$ cat src/rtl/sample_mac_pkg.sv
// Shared types and helpers for the sample_mac_pipe multiply-accumulate unit.
package sample_mac_pkg;

    // Widest signed value the scaling/saturation helpers operate on.
    localparam int unsigned MAX_W = 64;

    // Sideband carried alongside each product through the multiplier pipeline.
    typedef struct packed {
        logic valid;
        logic first;
        logic last;
    } side_t;

    // Exact product width; the unsigned operand of a mixed pair gets one extra zero bit.
    function automatic int unsigned prod_width(input int unsigned a_w, input int unsigned b_w,
                                               input bit a_signed, input bit b_signed);
        return (a_signed == b_signed) ? (a_w + b_w) : (a_w + b_w + 1);
    endfunction

    // Clip a signed value into the signed range of a width-bit word.
    function automatic logic signed [MAX_W-1:0] sat_clip(input logic signed [MAX_W-1:0] value,
                                                         input int unsigned width);
        logic signed [MAX_W-1:0] hi;
        logic signed [MAX_W-1:0] lo;
        hi = (64'sd1 <<< (width - 1)) - 64'sd1;
        lo = -hi - 64'sd1;
        if (value > hi) begin
            return hi;
        end else if (value < lo) begin
            return lo;
        end
        return value;
    endfunction

    // Parameter legality: at least one multiplier stage, accumulator holds a full
    // product, shift stays inside the accumulator, helpers' internal width suffices.
    function automatic bit params_legal(input int unsigned mul_stages, input int unsigned acc_w,
                                        input int unsigned p_w, input int unsigned shift,
                                        input int unsigned dout_w);
        return (mul_stages >= 1) && (acc_w >= p_w) && (shift < acc_w) &&
               (acc_w <= MAX_W) && (dout_w >= 1) && (dout_w < MAX_W);
    endfunction

endpackage

$ cat src/rtl/sample_mac_mul_stage.sv
// Operand registers, signedness extension and MUL_STAGES-deep product pipeline.
module sample_mac_mul_stage
    import sample_mac_pkg::*;
#(
    parameter int unsigned A_W        = 6,
    parameter int unsigned B_W        = 11,
    parameter bit          A_SIGNED   = 1'b0,
    parameter bit          B_SIGNED   = 1'b1,
    parameter int unsigned MUL_STAGES = 2,
    localparam int unsigned P_W       = prod_width(A_W, B_W, A_SIGNED, B_SIGNED)
) (
    input  logic                  clk,
    input  logic                  reset,
    input  logic                  ce,
    input  logic                  in_valid,
    input  logic [A_W-1:0]        a,
    input  logic [B_W-1:0]        b,
    input  logic                  first,
    input  logic                  last,
    output logic signed [P_W-1:0] prod,
    output logic                  prod_valid,
    output logic                  prod_first,
    output logic                  prod_last
);

    logic [A_W-1:0]        a_q;
    logic [B_W-1:0]        b_q;
    side_t                 side_q [MUL_STAGES];
    logic                  a_fill;
    logic                  b_fill;
    logic signed [P_W-1:0] a_ext;
    logic signed [P_W-1:0] b_ext;
    logic signed [P_W-1:0] prod_comb;

    // Operand capture and sideband shift register (first stage counts as one multiplier stage).
    always_ff @(posedge clk or negedge reset) begin
        if (!reset) begin
            a_q <= '0;
            b_q <= '0;
            for (int unsigned i = 0; i < MUL_STAGES; i++) begin
                side_q[i] <= '0;
            end
        end else if (ce) begin
            a_q       <= a;
            b_q       <= b;
            side_q[0] <= {in_valid, first, last};
            for (int unsigned i = 1; i < MUL_STAGES; i++) begin
                side_q[i] <= side_q[i-1];
            end
        end
    end

    // Extend both operands to the product width as signed values; product is exact in P_W bits.
    always_comb begin
        a_fill    = A_SIGNED ? a_q[A_W-1] : 1'b0;
        b_fill    = B_SIGNED ? b_q[B_W-1] : 1'b0;
        a_ext     = {{(P_W-A_W){a_fill}}, a_q};
        b_ext     = {{(P_W-B_W){b_fill}}, b_q};
        prod_comb = a_ext * b_ext;
    end

    if (MUL_STAGES == 1) begin : g_direct
        assign prod = prod_comb;
    end else begin : g_pipe
        logic signed [P_W-1:0] pipe [MUL_STAGES-1];

        // Remaining product register stages, aligned with the sideband.
        always_ff @(posedge clk or negedge reset) begin
            if (!reset) begin
                for (int unsigned i = 0; i < MUL_STAGES - 1; i++) begin
                    pipe[i] <= '0;
                end
            end else if (ce) begin
                pipe[0] <= prod_comb;
                for (int unsigned i = 1; i < MUL_STAGES - 1; i++) begin
                    pipe[i] <= pipe[i-1];
                end
            end
        end

        assign prod = pipe[MUL_STAGES-2];
    end

    assign prod_valid = side_q[MUL_STAGES-1].valid;
    assign prod_first = side_q[MUL_STAGES-1].first;
    assign prod_last  = side_q[MUL_STAGES-1].last;

endmodule

$ cat src/rtl/sample_mac_pipe.sv
// Pipelined multiply-accumulate with framed accumulation, scaling and saturation.
module sample_mac_pipe
    import sample_mac_pkg::*;
#(
    parameter int unsigned A_W        = 6,
    parameter int unsigned B_W        = 11,
    parameter bit          A_SIGNED   = 1'b0,
    parameter bit          B_SIGNED   = 1'b1,
    parameter int unsigned MUL_STAGES = 2,
    parameter int unsigned ACC_W      = 24,
    parameter int unsigned SHIFT      = 0,
    parameter int unsigned DOUT_W     = 11,
    parameter bit          SAT        = 1'b1
) (
    input  logic              clk,
    input  logic              reset,
    input  logic              ce,
    input  logic              in_valid,
    input  logic [A_W-1:0]    a,
    input  logic [B_W-1:0]    b,
    input  logic              first,
    input  logic              last,
    output logic [DOUT_W-1:0] dout,
    output logic              dout_valid,
    output logic              sat
);

    localparam int unsigned P_W      = prod_width(A_W, B_W, A_SIGNED, B_SIGNED);
    localparam bit          P_SIGNED = A_SIGNED || B_SIGNED;

    if (!params_legal(MUL_STAGES, ACC_W, P_W, SHIFT, DOUT_W)) begin : g_bad_params
        $error("sample_mac_pipe: illegal parameters (need MUL_STAGES>=1, ACC_W>=P_W, SHIFT<ACC_W)");
    end

    logic signed [P_W-1:0]    prod;
    logic                     prod_valid;
    logic                     prod_first;
    logic                     prod_last;
    logic signed [ACC_W-1:0]  prod_ext;
    logic signed [ACC_W-1:0]  acc_base;
    logic signed [ACC_W-1:0]  acc_next;
    logic signed [ACC_W-1:0]  acc_q;
    logic                     acc_last_q;
    logic signed [ACC_W-1:0]  scaled;
    logic signed [MAX_W-1:0]  wide;
    logic signed [MAX_W-1:0]  clipped;
    logic [DOUT_W-1:0]        dout_next;
    logic                     sat_next;

    sample_mac_mul_stage #(
        .A_W       (A_W),
        .B_W       (B_W),
        .A_SIGNED  (A_SIGNED),
        .B_SIGNED  (B_SIGNED),
        .MUL_STAGES(MUL_STAGES)
    ) u_mul (
        .clk       (clk),
        .reset     (reset),
        .ce        (ce),
        .in_valid  (in_valid),
        .a         (a),
        .b         (b),
        .first     (first),
        .last      (last),
        .prod      (prod),
        .prod_valid(prod_valid),
        .prod_first(prod_first),
        .prod_last (prod_last)
    );

    // Accumulate input: a closed frame (acc_last_q) behaves like first so the next sample starts at 0.
    always_comb begin
        prod_ext = P_SIGNED ? ACC_W'(prod) : ACC_W'($unsigned(prod));
        acc_base = (prod_first || acc_last_q) ? '0 : acc_q;
        acc_next = acc_base + prod_ext;
    end

    // Accumulator register; a closed frame is cleared on the next idle cycle.
    always_ff @(posedge clk or negedge reset) begin
        if (!reset) begin
            acc_q      <= '0;
            acc_last_q <= 1'b0;
        end else if (ce) begin
            if (prod_valid) begin
                acc_q      <= acc_next;
                acc_last_q <= prod_last;
            end else begin
                if (acc_last_q) begin
                    acc_q <= '0;
                end
                acc_last_q <= 1'b0;
            end
        end
    end

    // Floor-scaling by arithmetic shift, then clip or wrap to the output width.
    always_comb begin
        scaled    = acc_q >>> SHIFT;
        wide      = MAX_W'(scaled);
        clipped   = sat_clip(wide, DOUT_W);
        dout_next = SAT ? clipped[DOUT_W-1:0] : wide[DOUT_W-1:0];
        sat_next  = SAT && (clipped != wide);
    end

    // Output register: pulse dout_valid once per closed frame, hold dout/sat otherwise.
    always_ff @(posedge clk or negedge reset) begin
        if (!reset) begin
            dout       <= '0;
            dout_valid <= 1'b0;
            sat        <= 1'b0;
        end else if (ce) begin
            dout_valid <= acc_last_q;
            if (acc_last_q) begin
                dout <= dout_next;
                sat  <= sat_next;
            end
        end
    end

endmodule

$ cat config.mk
export PLATFORM = sky130hd
export DESIGN_NAME = sample_mac_pipe
export DESIGN_NICKNAME = d
export VERILOG_FILES = /design/src/rtl/sample_mac_pkg.sv /design/src/rtl/sample_mac_mul_stage.sv /design/src/rtl/sample_mac_pipe.sv
export SDC_FILE = /design/constraint.sdc
export NUM_CORES = 1
export LEC_CHECK = 0
export CELL_PAD_IN_SITES_DETAIL_PLACEMENT = 0
export CELL_PAD_IN_SITES_GLOBAL_PLACEMENT = 2
export CORE_AREA = 5 5 206 108
export CTS_CLUSTER_DIAMETER = 150
export DETAILED_ROUTE_END_ITERATION = 7
export DIE_AREA = 0 0 211 113
export PLACE_DENSITY = 0.88
export SYNTH_ARGS = -nofsm -noshare
export SYNTH_HDL_FRONTEND = slang
export SYNTH_SLANG_ARGS = --single-unit
$ cat constraint.sdc
create_clock -name clk -period 4.4 [get_ports clk]
set_input_delay 0.66 -clock clk [delete_from_list [all_inputs] [get_ports clk]]
set_output_delay 0.66 -clock clk [all_outputs]
set_load 0.02 [all_outputs]
# Word-level counts from Yosys, hierarchy flattened
# Index checks and enable logic that the tools add are counted.
# word_totals
reg_bits	79
inputBits	23
word_cells	32
# classes
n_addsub	1
multipliers	1
magnitude_cmp	2
eq_ne	1
mux	9
n_reduce_logical	4
# ops
operator	count
64-bit 2-to-1 mux	3
24-bit 2-to-1 mux	3
64-bit by 24-bit != test with 1-bit output	1
24-bit by 18-bit adder with 24-bit output	1
24-bit by 11-bit greater-than comparator with 1-bit output (second input constant)	1
24-bit by 11-bit < comparator with 1-bit output (second input constant)	1
7-bit by 11-bit multiplier with 18-bit output	1
2-bit AND reduction	2
1-bit 2-to-1 mux	3
2-bit nonzero test	1
1-bit logical OR	1

# Logic depth before layout (Yosys ltp)
# Gate-level depths: netlist of the first run.
# depth
depth_word	5
ltp_mapped	17
ltp_nobuf	16

# Hierarchy
# A second synthesis of the first run with hierarchy kept.
# unflattened
hier_cells	756
hier_area_um2	7114.3
# by_module_without_submodules
mod	n_inst	cells_each	area_per_inst_um2
sample_mac_mul_stage	1	404	4125.2
sample_mac_pipe	1	352	2989.1

# Worst setup path before layout of the first run
# OpenSTA, ideal clock, no wires.
# synth_path
kind	flip-flop to flip-flop
start	register u_mul.a_q[3]
end	register u_mul.g_pipe.pipe (netlist bit u_mul.prod[13])
setup_ns	0.139
t_arrival_ns	4.487
t_required_ns	4.261
path_slack_ns	-0.226
stages_incl_launch_ff	17
n_path_buf	1
synth_period_minus_slack_ns	4.626
path_cell_list	dfrtp_1 -> clkbuf_1 -> nand2_1 -> fa_1 -> inv_1 -> fa_1 -> fa_1 -> inv_1 -> fa_1 -> inv_1 -> ha_1 -> a21o_1 -> a2111oi_4 -> nor2_2 -> o21ai_2 -> a21oi_1 -> or4_1
# synth_via
elab_chain_cells	1
# synth_lines
item	line	rtl
start: declaration	sample_mac_mul_stage.sv:26	logic [A_W-1:0] a_q;
start signal: assignment	sample_mac_mul_stage.sv:38	a_q <= '0;
start signal: assignment	sample_mac_mul_stage.sv:44	a_q <= a;
7-bit by 11-bit multiplier with 18-bit output	sample_mac_mul_stage.sv:59	prod_comb = a_ext * b_ext;
end signal: indexed assignment	sample_mac_mul_stage.sv:76	pipe[i] <= pipe[i-1];
end: declaration	sample_mac_mul_stage.sv:65	logic signed [P_W-1:0] pipe [MUL_STAGES-1];
# Every way passes these cells.
# A chain may end at the register's enable or synchronous reset.

# Worst setup path after layout of the first run
# layout_path
start	register u_mul.a_q[1]
end	register u_mul.g_pipe.pipe (netlist bit u_mul.prod[13])
# Same word-level chain as after synthesis.

==> metrics, run 1 <==
buffer cell driving the clock tree root sky130_fd_sc_hd__clkbuf_16; horizontal die dimension 211 um; initial antenna violation count 0; number of vias per cell 5.08; register area share after synthesis between 20% and 30%; vertical die dimension 113 um; number of primary I/O pins 36; total standard cell area after synthesis between 0.007 and 0.008 mm2; Hold Worst Slack between 0.3 and 0.4 ns; power density of the placed cells approximately 740 mW/mm2; depth of the CTS H-tree 3; share of the core filled with cells a little over two fifths; cell depth of the worst flop-to-flop path 15; Achievable Freq 0.221 GHz; violation count after the first detailed-route iteration 289; total number of clock tree sinks 79; site row count 37; pin slew with the least headroom to its limit 1.15 ns; list of cells traversed by the critical path buf_12 -> and2_1 -> fa_1 -> fa_1 -> fa_1 -> inv_1 -> fa_1 -> inv_1 -> ha_1 -> o21a_1 -> nor2_4 -> a211oi_4 -> o21ai_2 -> and3_4 -> or4_1; data arrival time of the critical path 4.77 ns; clock latency reported for the late side of the worst-skew pair around 0.37 ns; sum of overflow across all layers after global routing 0; critical register-to-register path endpoint u_mul.prod[13]; count of final max-slew check failures 0; HPWL after DPL between 10000 and 15000 um; final critical delay including setup and external delays 4.54 ns; port bufs 35; slack of the worst reg-to-reg path -0.14 ns; DR DRC count 0; number of failing hold endpoints at the final stage 0; class of the tightest hold or removal check input pin to async pin; most repeated library cell on the critical path sky130_fd_sc_hd__fa_1; Mapped Nets 890; Max IR drop VDD about 0.34 mV; gr usage total between 10% and 20%; status finished with violations; number of buffers created by CTS 9; number of buffer and inverter instances along the worst setup path 3; predominant post-synthesis flop cell sky130_fd_sc_hd__dfrtp_1; fraction of the cycle the final worst path needs 103%; mean instance size in the synthesized netlist around 9.4 um2; share of final-layout standard cells stronger than drive strength 1 19.9%; P_int ~3600 uW; kind of capture point of the worst setup path register; routability congestion estimate from global placement 0.858; Lkg Pwr about 0.004 uW; Mapped Cells 760; Max-slew headroom 23.2%; yosys warns 0; share of total power in sequential cells 19.0%; pin count of the biggest net entering global routing 55; number of distinct library cells after synthesis 66; Syn-to-layout area delta 22.4%; number of instances in the placed design about 1100; Routed wire per std cell 16.1 um; count of state elements after synthesis 79; Async SR Flop Fraction 100%; startpoint of the worst-slack reg-to-reg timing path u_mul.a_q[1]; Die Area 0.0238 mm2; maximum root-to-sink buffer count 2; Worst setup SP type register; share of power burned in combinational logic about 70%; global-route wire length before repair between 30000 and 40000 um; antenna diode count 0; Clock Skews approximately 0.012 ns; number of synthesized flops with an enable pin 0; # nets final 974; clock input transition at the sequential cells of the worst setup and hold paths 0.07 ns; Setup-failing EPs final 5; worst-path maximum fanout 4; critical-path cell with the highest stage delay sky130_fd_sc_hd__fa_1; area inside the core boundary 0.0202 mm2; starting density of the core 35.4%; violated checks setup timing; type of the setup path with the least slack register to register; Clock power frac 12.8%; total net switching power 2880 uW; WP data required 4.64 ns; post-route worst setup slack -0.135 ns; DRT Wirelength 18000 um; Final Total Pwr 6480 uW; count of antenna-violating nets left after detailed routing 0; TritonRoute pass-1 iters 5; vias in the first global route 5691; Net Sw Frac 44.4%; Final Non-Filler Cells between 1000 and 1500; top cell family by delay on the critical path adder cells; Max-Cap Viols 0; unrepaired setup endpoints after global routing yes; TritonCTS clock tree built; Worst path max stage delay between 0.5 and 0.6 ns; total via count in the routed design 5696
-- layer usage --
metal / vias to the layer above / share of wire [%] / routed length [um] / global-route usage, %
met4: 0 / 0.63 / 114 / 2.76
li1: 2770 / - / - / -
met5: - / 0 / 0 / 0
met2: 128 / 37 / 6740 / 20.4
met3: 10 / 7.3 / 1310 / 5.84
met1: 2788 / 55 / 9870 / 25.6
-- power by group through the flow --
stage / clock network, uW / logic (uW) / registers, uW
final: 828 / 4430 / 1230
after global routing: 885 / 4930 / 1270
after CTS: 853 / 4280 / 1230
after detailed placement: 0 / 4090 / 1240
after global placement: 0 / 4030 / 1230
after floorplan: 0 / 2840 / 1220
-- flip-flops by register name (all words and copies together), names as in the netlist --
| register | count |
|---|---|
| acc_q | 24 |
| u_mul.prod | 18 |
| dout | 11 |
| u_mul.b_q | 11 |
| u_mul.a_q | 6 |
| u_mul.side_q | 3 |
| acc_last_q | 1 |
| dout_valid | 1 |
| sat | 1 |
| u_mul.prod_first | 1 |
| u_mul.prod_last | 1 |
| u_mul.prod_valid | 1 |
-- placed cells by master (no fill, tap or decap), drive strengths merged, types with 3 or more instances in the layout --
cell type,netlist,final
a211o,5,5
a221oi,4,4
buf,3,67
o31ai,5,5
xor2,9,9
nor3,11,11
a21oi,35,35
a22o,5,5
nand3,11,11
xnor2,20,20
o21ai,44,44
o211ai,5,5
nor4,6,6
dfrtp,79,79
nor2,29,29
ha,59,59
clkbuf,24,9
a21o,13,13
o21bai,4,4
nand2,70,70
a211oi,8,8
nor2b,3,3
nor3b,3,3
fa,48,48
o21a,6,6
a22oi,3,3
a31oi,7,7
or4,4,4
and2,78,78
and3,6,6
clkdlybuf4s50,0,33
mux2,33,33
nand4,6,6
nand3b,5,5
inv,85,89
-- metrics by stage --
stage          instance area (um2)  worst slack [ns]  setup TNS (ns)
6_report                      8740            -0.135          -0.468
5_1_grt                       8740            -0.305           -1.46
4_1_cts                       8610            -0.144          -0.368
3_5_place_dp                  8210            -0.231          -0.895
3_3_place_gp                  8210            -0.144          -0.464
2_1_floorplan                 7210          -0.00209        -0.00209
-- worst reg2reg max path: cells and delay by family (launching register included) --
| kind | cells | cell delay, ns |
|---|---|---|
| adders and majority gates | 5 | 2.30 |
| and+or+nand+nor | 4 | 0.83 |
| AOI/OAI and AO/OA | 3 | 0.57 |
| DFF | 1 | 0.45 |
| buffers and inverters | 3 | 0.25 |
-- kinds of logic after synthesis --
kind of cell | count (synthesis) | share of synthesized area [%]
AO/OA/AOI/OAI | 158 | 16.0
XOR/XNOR | 29 | 3.56
buffers and inverters | 112 | 5.94
flip-flops | 79 | 27.7
multiplexers | 35 | 5.48
adder cells (fa/ha/maj) | 107 | 23.8
AND/OR/NAND/NOR | 240 | 17.5
-- Yosys cell counts (9+ instances only) --
cell type | count | area (um2)
sky130_fd_sc_hd__fa_1 | 48 | 961
sky130_fd_sc_hd__a21o_1 | 13 | 97.6
sky130_fd_sc_hd__nand3_1 | 11 | 55.1
sky130_fd_sc_hd__ha_1 | 59 | 738
sky130_fd_sc_hd__mux2_2 | 33 | 372
sky130_fd_sc_hd__xor2_1 | 9 | 78.8
sky130_fd_sc_hd__a21oi_1 | 33 | 165
sky130_fd_sc_hd__clkbuf_1 | 24 | 90.1
sky130_fd_sc_hd__xnor2_1 | 20 | 175
sky130_fd_sc_hd__inv_1 | 85 | 319
sky130_fd_sc_hd__nand2_1 | 70 | 263
sky130_fd_sc_hd__and2_1 | 78 | 488
sky130_fd_sc_hd__nor3_1 | 11 | 55.1
sky130_fd_sc_hd__dfrtp_1 | 79 | 1980
sky130_fd_sc_hd__o21ai_0 | 41 | 205
sky130_fd_sc_hd__nor2_1 | 28 | 105
-- worst max-delay path by stage --
stage               slack [ns]  depth (start not counted)             end          from
floorplan               -0.002                         14  u_mul.prod[13]  u_mul.a_q[3]
global placement         -0.14                         15  u_mul.prod[13]  u_mul.a_q[2]
detailed placement       -0.23                         14  u_mul.prod[14]  u_mul.a_q[3]
CTS                      -0.14                         15  u_mul.prod[13]  u_mul.a_q[2]
global route             -0.31                         15  u_mul.prod[13]  u_mul.a_q[2]
finish                   -0.14                         15  u_mul.prod[13]  u_mul.a_q[1]
-- final cells by class --
class	count	area [um2]
fill	1994	11400
multi-input combinational	569	4930
sequential	79	1980
timing repair buffer	100	860
tap	273	342
inverter	85	319
clock buffer	9	225
clock inverter	7	86.3
-- timing repair --
action / in CTS / in global routing
resized for setup: 15 / 22
setup endpoints to repair: 6 / 8
buffers inserted: 5 / 4
hold buffers: 0 / 0
pin swaps: 14 / 30
cloned: 0 / 0
No activity file was read; power rests on OpenSTA's default activity.
==> inputs of run 2 (changes only) <==
--- a/config.mk
+++ b/config.mk
@@ -7,11 +7,12 @@
 export LEC_CHECK = 0
 export CELL_PAD_IN_SITES_DETAIL_PLACEMENT = 0
 export CELL_PAD_IN_SITES_GLOBAL_PLACEMENT = 2
-export CORE_AREA = 5 5 206 108
+export CORE_AREA = 5 5 201 155
 export CTS_CLUSTER_DIAMETER = 150
 export DETAILED_ROUTE_END_ITERATION = 7
-export DIE_AREA = 0 0 211 113
-export PLACE_DENSITY = 0.88
+export DIE_AREA = 0 0 206 160
+export PLACE_DENSITY = 0.68
 export SYNTH_ARGS = -nofsm -noshare
 export SYNTH_HDL_FRONTEND = slang
+export SYNTH_HIERARCHICAL = 1
 export SYNTH_SLANG_ARGS = --single-unit
==> run 2 against run 1 <==
  * The flow now finishes without violations
  * Critical path depth increased by 1
  * Utilization shrank 13 points
  * Register-to-register slack improved by 0.23 ns
  * Critical path type unchanged
  * Critical endpoint is now u_mul/prod[15]
==> metrics, run 2 <==
status finished clean; Setup-failing EPs final 0 (-5); Achievable Freq 0.232 GHz (+5.3%); Die Area 0.0330 mm2 (+38%); number of vias per cell 4.48 (-12%); Worst setup SP type register; depth of the CTS H-tree 3 (unchanged); Synth top cells by count 86 x sky130_fd_sc_hd__inv_1, 79 x sky130_fd_sc_hd__dfrtp_1, 77 x sky130_fd_sc_hd__and2_1, 68 x sky130_fd_sc_hd__nand2_1, 59 x sky130_fd_sc_hd__ha_1; Yosys top cell by area sky130_fd_sc_hd__dfrtp_1; gr usage total 11.2% (-4.9 points); vias in the first global route 5900 (+3.7%); most numerous cell in the Yosys netlist sky130_fd_sc_hd__inv_1; vertical die dimension 160 um (+42%); flip-flop and latch area 0.00198 mm2 (-0.13%); count of antenna-violating nets left after detailed routing 0 (unchanged); Mapped Nets 886 (-0.45%); clock latency reported for the late side of the worst-skew pair 0.35 ns (-0.02 ns); pin slew with the least headroom to its limit 1.13 ns (-0.0167 ns); pin count of the biggest net entering global routing 47 (-15%); post-route worst setup slack 0.0944 ns (+0.230 ns); DRT Wirelength 17400 um (-3.2%); WP data required 4.63 ns (about the same); worst-path maximum fanout 7 (+3); number of synthesized flops with an enable pin 0 (unchanged); total number of clock tree sinks 79 (unchanged); final critical delay including setup and external delays 4.31 ns (-0.230 ns); combined area of the multi-input logic cells 0.00493 mm2 (+0.13%); Async SR Flop Fraction 100% (unchanged); # nets final 960 (-1.4%); Lkg Pwr 0.00404 uW (-0.23%); antenna diode count 0 (unchanged); sum of overflow across all layers after global routing 0 (unchanged); Mapped Cells 756 (-0.53%); routability congestion estimate from global placement 0.760 (-11%); Routed wire per std cell 14.2 um (-11%); commonest non-fill, non-tap cells in the layout 79 x sky130_fd_sc_hd__inv_1, 76 x sky130_fd_sc_hd__dfrtp_1, 69 x sky130_fd_sc_hd__and2_1; most common cell after layout, fill and taps aside sky130_fd_sc_hd__inv_1; initial antenna violation count 0 (unchanged); TritonCTS clock tree built; count of final max-slew check failures 0 (unchanged); register area share after synthesis 27.8% (+0.12 points); yosys warns 6 (+6); fin area 0.00881 mm2 (+0.80%); buffer cell driving the clock tree root sky130_fd_sc_hd__clkbuf_16; site row count 54 (+46%); type of the setup path with the least slack register to register; starting density of the core 24.8% (-11 points); share of the core filled with cells 30.7% (-13 points); cells taking the most area after synthesis sky130_fd_sc_hd__dfrtp_1 28%, sky130_fd_sc_hd__fa_1 14%, sky130_fd_sc_hd__ha_1 10%, sky130_fd_sc_hd__and2_1 6.8%, sky130_fd_sc_hd__mux2_2 5.5%; area share of the largest cell type after synthesis 27.8% (+0.12 points); filler instances 3039 (+52%); total standard cell area after synthesis 0.00711 mm2 (-0.42%); number of failing hold endpoints at the final stage 0 (unchanged); number of primary I/O pins 36 (unchanged); power density of the placed cells 782 mW/mm2 (+5.4%); data arrival time of the critical path 4.54 ns (-0.23 ns); Max-Cap Viols 0 (unchanged); DR DRC count 0 (unchanged); total via count in the routed design 5494 (-3.5%); clock input transition at the sequential cells of the worst setup and hold paths 0.06 ns (about the same); number of distinct library cells after synthesis 65 (-1.5%); Syn-to-layout area delta 23.9%; kind of capture point of the worst setup path register; Max IR drop VDD 0.284 mV (-16%); maximum root-to-sink buffer count 2 (unchanged); worst slack, placed -0.235 ns (-0.00341 ns); class of the tightest hold or removal check input pin to async pin; port bufs 35 (unchanged); TritonRoute pass-1 iters 4 (-1); CP startpoint u_mul/a_q[3]; Hold Worst Slack 0.336 ns (-0.0174 ns); fraction of the cycle the final worst path needs 97.9% (-5.2 points); global-route wire length before repair 30300 um (-0.38%); area of placed instances 0.00815 mm2 (-0.75%); Max-slew headroom 23.7% (+0.48 points); unrepaired setup endpoints after global routing yes; number of buffers created by CTS 9 (unchanged); HPWL after DPL 13300 um (-5.3%); Largest Register acc_q; startpoint of the worst-slack reg-to-reg timing path u_mul/a_q[3]; predominant post-synthesis flop cell sky130_fd_sc_hd__dfrtp_1; area inside the core boundary 0.0287 mm2 (+42%); max FFs per register 24 (unchanged); violation count after the first detailed-route iteration 208 (-28%); Clock Skews 0.00912 ns (-0.00302 ns); count of state elements after synthesis 79 (unchanged); cts-stage hold buffer count 0 (unchanged); mean instance size in the synthesized netlist 9.41 um2 (+0.11%); share of final-layout standard cells stronger than drive strength 1 21.6% (+1.7 points); horizontal die dimension 206 um (-2.4%)
run 2: cell types whose count changed in the layout (fill, tap and decap cells not counted), moves of 7 or more:
| cell | change |
|---|---|
| sky130_fd_sc_hd__o21ai_0 | -7 |
| sky130_fd_sc_hd__nor3_1 | -7 |
| sky130_fd_sc_hd__buf_4 | -8 |
| sky130_fd_sc_hd__nor2_1 | +7 |
| sky130_fd_sc_hd__a21oi_2 | +9 |
| sky130_fd_sc_hd__nand4_1 | +7 |
run 2: layout make-up:
type / instances / area share, %
flip-flops and latches: 79 / 22.5
well taps: 392 / 5.57
multi-input cells: 563 / 56.0
inverters: 86 / 3.66
clock buffers: 11 / 2.64
clock inverters: 5 / 0.923
repair buffers: 91 / 8.75
run 2: cells by family after synthesis:
| family | after synthesis | share of synthesized area [%] |
|---|---|---|
| xor+xnor | 31 | 3.82 |
| fa+ha+maj | 107 | 23.9 |
| flops | 79 | 27.8 |
| mux | 40 | 6.31 |
| buf+inv | 114 | 6.75 |
| compound gates | 150 | 14.4 |
| simple gates | 235 | 17.0 |
run 2: routing by layer:
layer | global-route usage, % | part of all wire (%) | up-vias
met5 | 0 | 0 | -
met4 | 2.63 | 1.4 | 0
met3 | 1.62 | 2.4 | 19
met2 | 17.8 | 45 | 56
met1 | 16.0 | 51 | 2722
li1 | - | - | 2697
run 2: worst paths after layout:
check	slack, ns	endpoint	cells past startpoint
min reg2reg	0.48	acc_last_q	2
max in group asynchronous	3.16	u_mul/prod[13]	2
min in group clk	0.48	acc_last_q	2
max	0.09	u_mul/prod[15]	16
min	0.34	u_mul/b_q[0]	1
max reg2reg	0.09	u_mul/prod[15]	16
run 2: critical path, cell delays in order, from the launching register on:
cell                        delay [ns]
sky130_fd_sc_hd__dfrtp_2          0.46
sky130_fd_sc_hd__and2_4           0.18
sky130_fd_sc_hd__fa_1             0.53
sky130_fd_sc_hd__inv_1            0.05
sky130_fd_sc_hd__fa_1             0.47
sky130_fd_sc_hd__inv_1            0.05
sky130_fd_sc_hd__fa_1             0.47
sky130_fd_sc_hd__inv_1            0.05
sky130_fd_sc_hd__fa_1             0.49
sky130_fd_sc_hd__inv_2            0.05
sky130_fd_sc_hd__ha_4             0.25
sky130_fd_sc_hd__nor2_4           0.10
sky130_fd_sc_hd__nor3_4           0.05
sky130_fd_sc_hd__a2111oi_4        0.45
sky130_fd_sc_hd__o31ai_2          0.13
sky130_fd_sc_hd__xor2_1           0.16
sky130_fd_sc_hd__mux2_4           0.26
run 2: power by group:
part           internal [uW]  leakage (uW)  switching, uW
combinational           2340       0.00295           2490
clock                    499      0.000150            327
sequential              1000      0.000947            239
total                   3840       0.00404           3050
run 2: per-stage QoR:
step	power, uW	setup TNS (ns)	cells
global route	7580	-0.106	1227
floorplan	4200	0	756
CTS	6490	-0.00388	1227
finish	6890	0	1227
global placement	5370	-0.786	1203
detailed placement	5390	-1.16	1203
run 2: what timing repair did:
action	in CTS	in global routing
pin swaps	15	39
setup buffers	9	1
setup endpoints to repair	6	9
gates resized for setup	19	56
==> inputs of run 3 (changes only) <==
--- a/config.mk
+++ b/config.mk
@@ -8,9 +8,11 @@
 export CELL_PAD_IN_SITES_DETAIL_PLACEMENT = 0
 export CELL_PAD_IN_SITES_GLOBAL_PLACEMENT = 2
 export CORE_AREA = 5 5 201 155
+export CTS_BUF_LIST = sky130_fd_sc_hd__clkbuf_2 sky130_fd_sc_hd__clkbuf_4 sky130_fd_sc_hd__clkbuf_8
 export CTS_CLUSTER_DIAMETER = 150
 export DETAILED_ROUTE_END_ITERATION = 7
 export DIE_AREA = 0 0 206 160
+export GPL_TIMING_DRIVEN = 0
 export PLACE_DENSITY = 0.68
 export SYNTH_ARGS = -nofsm -noshare
 export SYNTH_HDL_FRONTEND = slang
==> run 3 against run 2 <==
  * Count of clock-buffer cells in the layout is 1 higher
  * Sequential power hardly changed
  * Flip-flop and latch count stayed put
  * First-iteration DRC count is 50% higher
  * Wire length is 4.2% higher
  * Register-to-register slack better by 0.02 ns
  * Global-route usage is 0.53 points higher
  * Utilization is 0.69 points lower
  * Final area is 2.3% lower
  * Sequential share of layout area is 0.58 points higher
  * Non-clock buffer count is 15 lower
  * Critical path type unchanged
==> metrics, run 3 (synthesis gave the netlist of run 2 again) <==
flip-flop and latch area 0.00199 mm2 (+0.25%); metal1 wirelength 10000 um (+12%); Worst setup SP type register; share of power burned in combinational logic 71.4% (+1.4 points); Total Neg Setup Slack 0 ns (unchanged); worst-path maximum fanout 3 (-4); Worst path max stage delay 0.50 ns (-0.03 ns); number of buffers created by CTS 9 (unchanged); final critical delay including setup and external delays 4.29 ns (-0.0178 ns); status finished clean; number of vias per cell 4.46 (-0.44%); TritonCTS clock tree built; routability congestion estimate from global placement 0.766 (+0.83%); buffer cell driving the clock tree root sky130_fd_sc_hd__clkbuf_8; Clock Skews 0.0122 ns (+0.00306 ns); maximum root-to-sink buffer count 2 (unchanged); count of antenna-violating nets left after detailed routing 0 (unchanged); Largest Register acc_q; WP data required 4.67 ns (+0.04 ns); # nets final 945 (-1.6%); clock latency reported for the late side of the worst-skew pair 0.37 ns (+0.02 ns); power density of the placed cells 755 mW/mm2 (-3.4%); post-route worst setup slack 0.112 ns (+0.0178 ns); vias in the first global route 5742 (-2.7%); critical-path cell with the highest stage delay sky130_fd_sc_hd__fa_1; pin slew with the least headroom to its limit 0.966 ns (-0.163 ns); Clock power frac 9.7% (-2.3 points); DRT Wirelength 18200 um (+4.2%); type of the setup path with the least slack register to register; sum of overflow across all layers after global routing 0 (unchanged); worst slack, placed -0.490 ns (-0.255 ns); vertical die dimension 160 um (unchanged); met3 routed wirelength 453 um (+7.9%); DR DRC count 0 (unchanged); violation count after the first detailed-route iteration 313 (+50%); Max-slew headroom 35.6% (+12 points); fin area 0.00861 mm2 (-2.3%); total net switching power 2950 uW (-3.3%); unrepaired setup endpoints after global routing yes; most common cell after layout, fill and taps aside sky130_fd_sc_hd__inv_1; number of primary I/O pins 36 (unchanged); class of the tightest hold or removal check input pin to async pin; HPWL after DPL 14100 um (+5.8%); Net Sw Frac 45.4% (+1.1 points); clock input transition at the sequential cells of the worst setup and hold paths 0.09 ns (+0.03 ns); area of placed instances 0.00798 mm2 (-2.1%); total via count in the routed design 5403 (-1.7%); filler instances 3029 (-0.33%); Hold Worst Slack 0.145 ns (-0.191 ns); Syn-to-layout area delta 21.1%; TritonRoute pass-1 iters 4 (unchanged); global-route wire length before repair 30900 um (+2.0%); Max-Cap Viols 0 (unchanged); top routing layer in use met4; horizontal die dimension 206 um (unchanged); total number of clock tree sinks 79 (unchanged); Routed wire per std cell 15.0 um (+5.5%); pin count of the biggest net entering global routing 66 (+40%); share of final-layout standard cells stronger than drive strength 1 17.7% (-3.9 points); Max IR drop VDD 0.414 mV (+46%); area inside the core boundary 0.0287 mm2 (unchanged); gr usage total 11.7% (+0.53 points); max FFs per register 24 (unchanged); list of cells traversed by the critical path buf_4 -> and2_1 -> fa_1 -> inv_2 -> fa_1 -> inv_1 -> fa_1 -> inv_2 -> fa_1 -> inv_2 -> ha_4 -> nor2_4 -> nor3_4 -> a2111oi_4 -> or2_4 -> and3_4 -> a211o_1; kind of capture point of the worst setup path register; most repeated library cell on the critical path sky130_fd_sc_hd__fa_1; commonest non-fill, non-tap cells in the layout 80 x sky130_fd_sc_hd__inv_1, 73 x sky130_fd_sc_hd__and2_1, 72 x sky130_fd_sc_hd__dfrtp_1; combined area of the multi-input logic cells 0.00494 mm2 (+0.13%); count of final max-slew check failures 0 (unchanged); number of failing hold endpoints at the final stage 0 (unchanged); port bufs 35 (unchanged); share of total power in sequential cells 18.9% (+0.9 points); P_int 3550 uW (-7.4%); starting density of the core 24.8% (unchanged); Met2 Wirelength 7600 um (-3.5%); depth of the CTS H-tree 3 (unchanged); Setup-failing EPs final 0 (unchanged); Lkg Pwr 0.00385 uW (-4.7%); cts-stage hold buffer count 0 (unchanged); site row count 54 (unchanged); Die Area 0.0330 mm2 (unchanged); data arrival time of the critical path 4.56 ns (+0.02 ns); slack of the worst reg-to-reg path 0.11 ns (+0.02 ns); Achievable Freq 0.233 GHz (+0.41%); Final Total Pwr 6500 uW (-5.6%); initial antenna violation count 0 (unchanged); fraction of the cycle the final worst path needs 97.4% (-0.40 points)
-- run 3: path summary, 6_finish.rpt --
kind | startpoint | to | cells past startpoint
max in group asynchronous | reset | dout[3] | 2
max reg2reg | u_mul/a_q[1] | u_mul/prod[17] | 17
min in group clk | dout[4] | dout[4] | 2
max | u_mul/a_q[1] | u_mul/prod[17] | 17
min | reset | u_mul/a_q[2] | 1
min reg2reg | dout[4] | dout[4] | 2
-- run 3: per-stage QoR --
stage / instances / utilization (%)
6_report: 1212 / 30.0
5_1_grt: 1211 / 30.0
4_1_cts: 1205 / 29.3
3_5_place_dp: 1184 / 27.8
3_3_place_gp: 1183 / 27.7
2_1_floorplan: 756 / -
-- run 3: power by group through the flow --
stage | Combinational, uW | Sequential [uW] | Clock, uW
floorplan | 2970 | 1230 | 0
global placement | 3860 | 1240 | 0
detailed placement | 3870 | 1250 | 0
CTS | 4280 | 1240 | 659
global route | 5250 | 1280 | 683
finish | 4640 | 1230 | 629
-- run 3: repair_timing --
action | CTS | global route
gates resized for setup | 42 | 36
pin swaps | 17 | 41
buffers inserted | 10 | 6
setup endpoints to repair | 10 | 7
-- run 3: final cells by class --
| class | instances | share of cell area (%) |
|---|---|---|
| multi-input cells | 563 | 57.4 |
| flip-flops and latches | 79 | 23.1 |
| repair buffers | 52 | 5.84 |
| well taps | 392 | 5.69 |
| inverters | 86 | 3.75 |
| plain buffers | 24 | 1.79 |
| clock buffers | 12 | 1.70 |
| clock inverters | 3 | 0.799 |
| diodes | 1 | 0.0290 |
-- run 3: layer usage --
metal	vias up	global-route usage (%)
met1	2658	18.3
met5	-	0
met2	51	17.1
met4	0	1.81
met3	9	1.89
li1	2685	-
-- run 3: worst max-delay path, delay by kind of cell (launching register included) --
family | cells | cell delay [ns]
compound gates | 2 | 0.33
fa+ha+maj | 5 | 2.23
buf+inv | 5 | 0.31
flops | 1 | 0.41
simple gates | 5 | 0.89
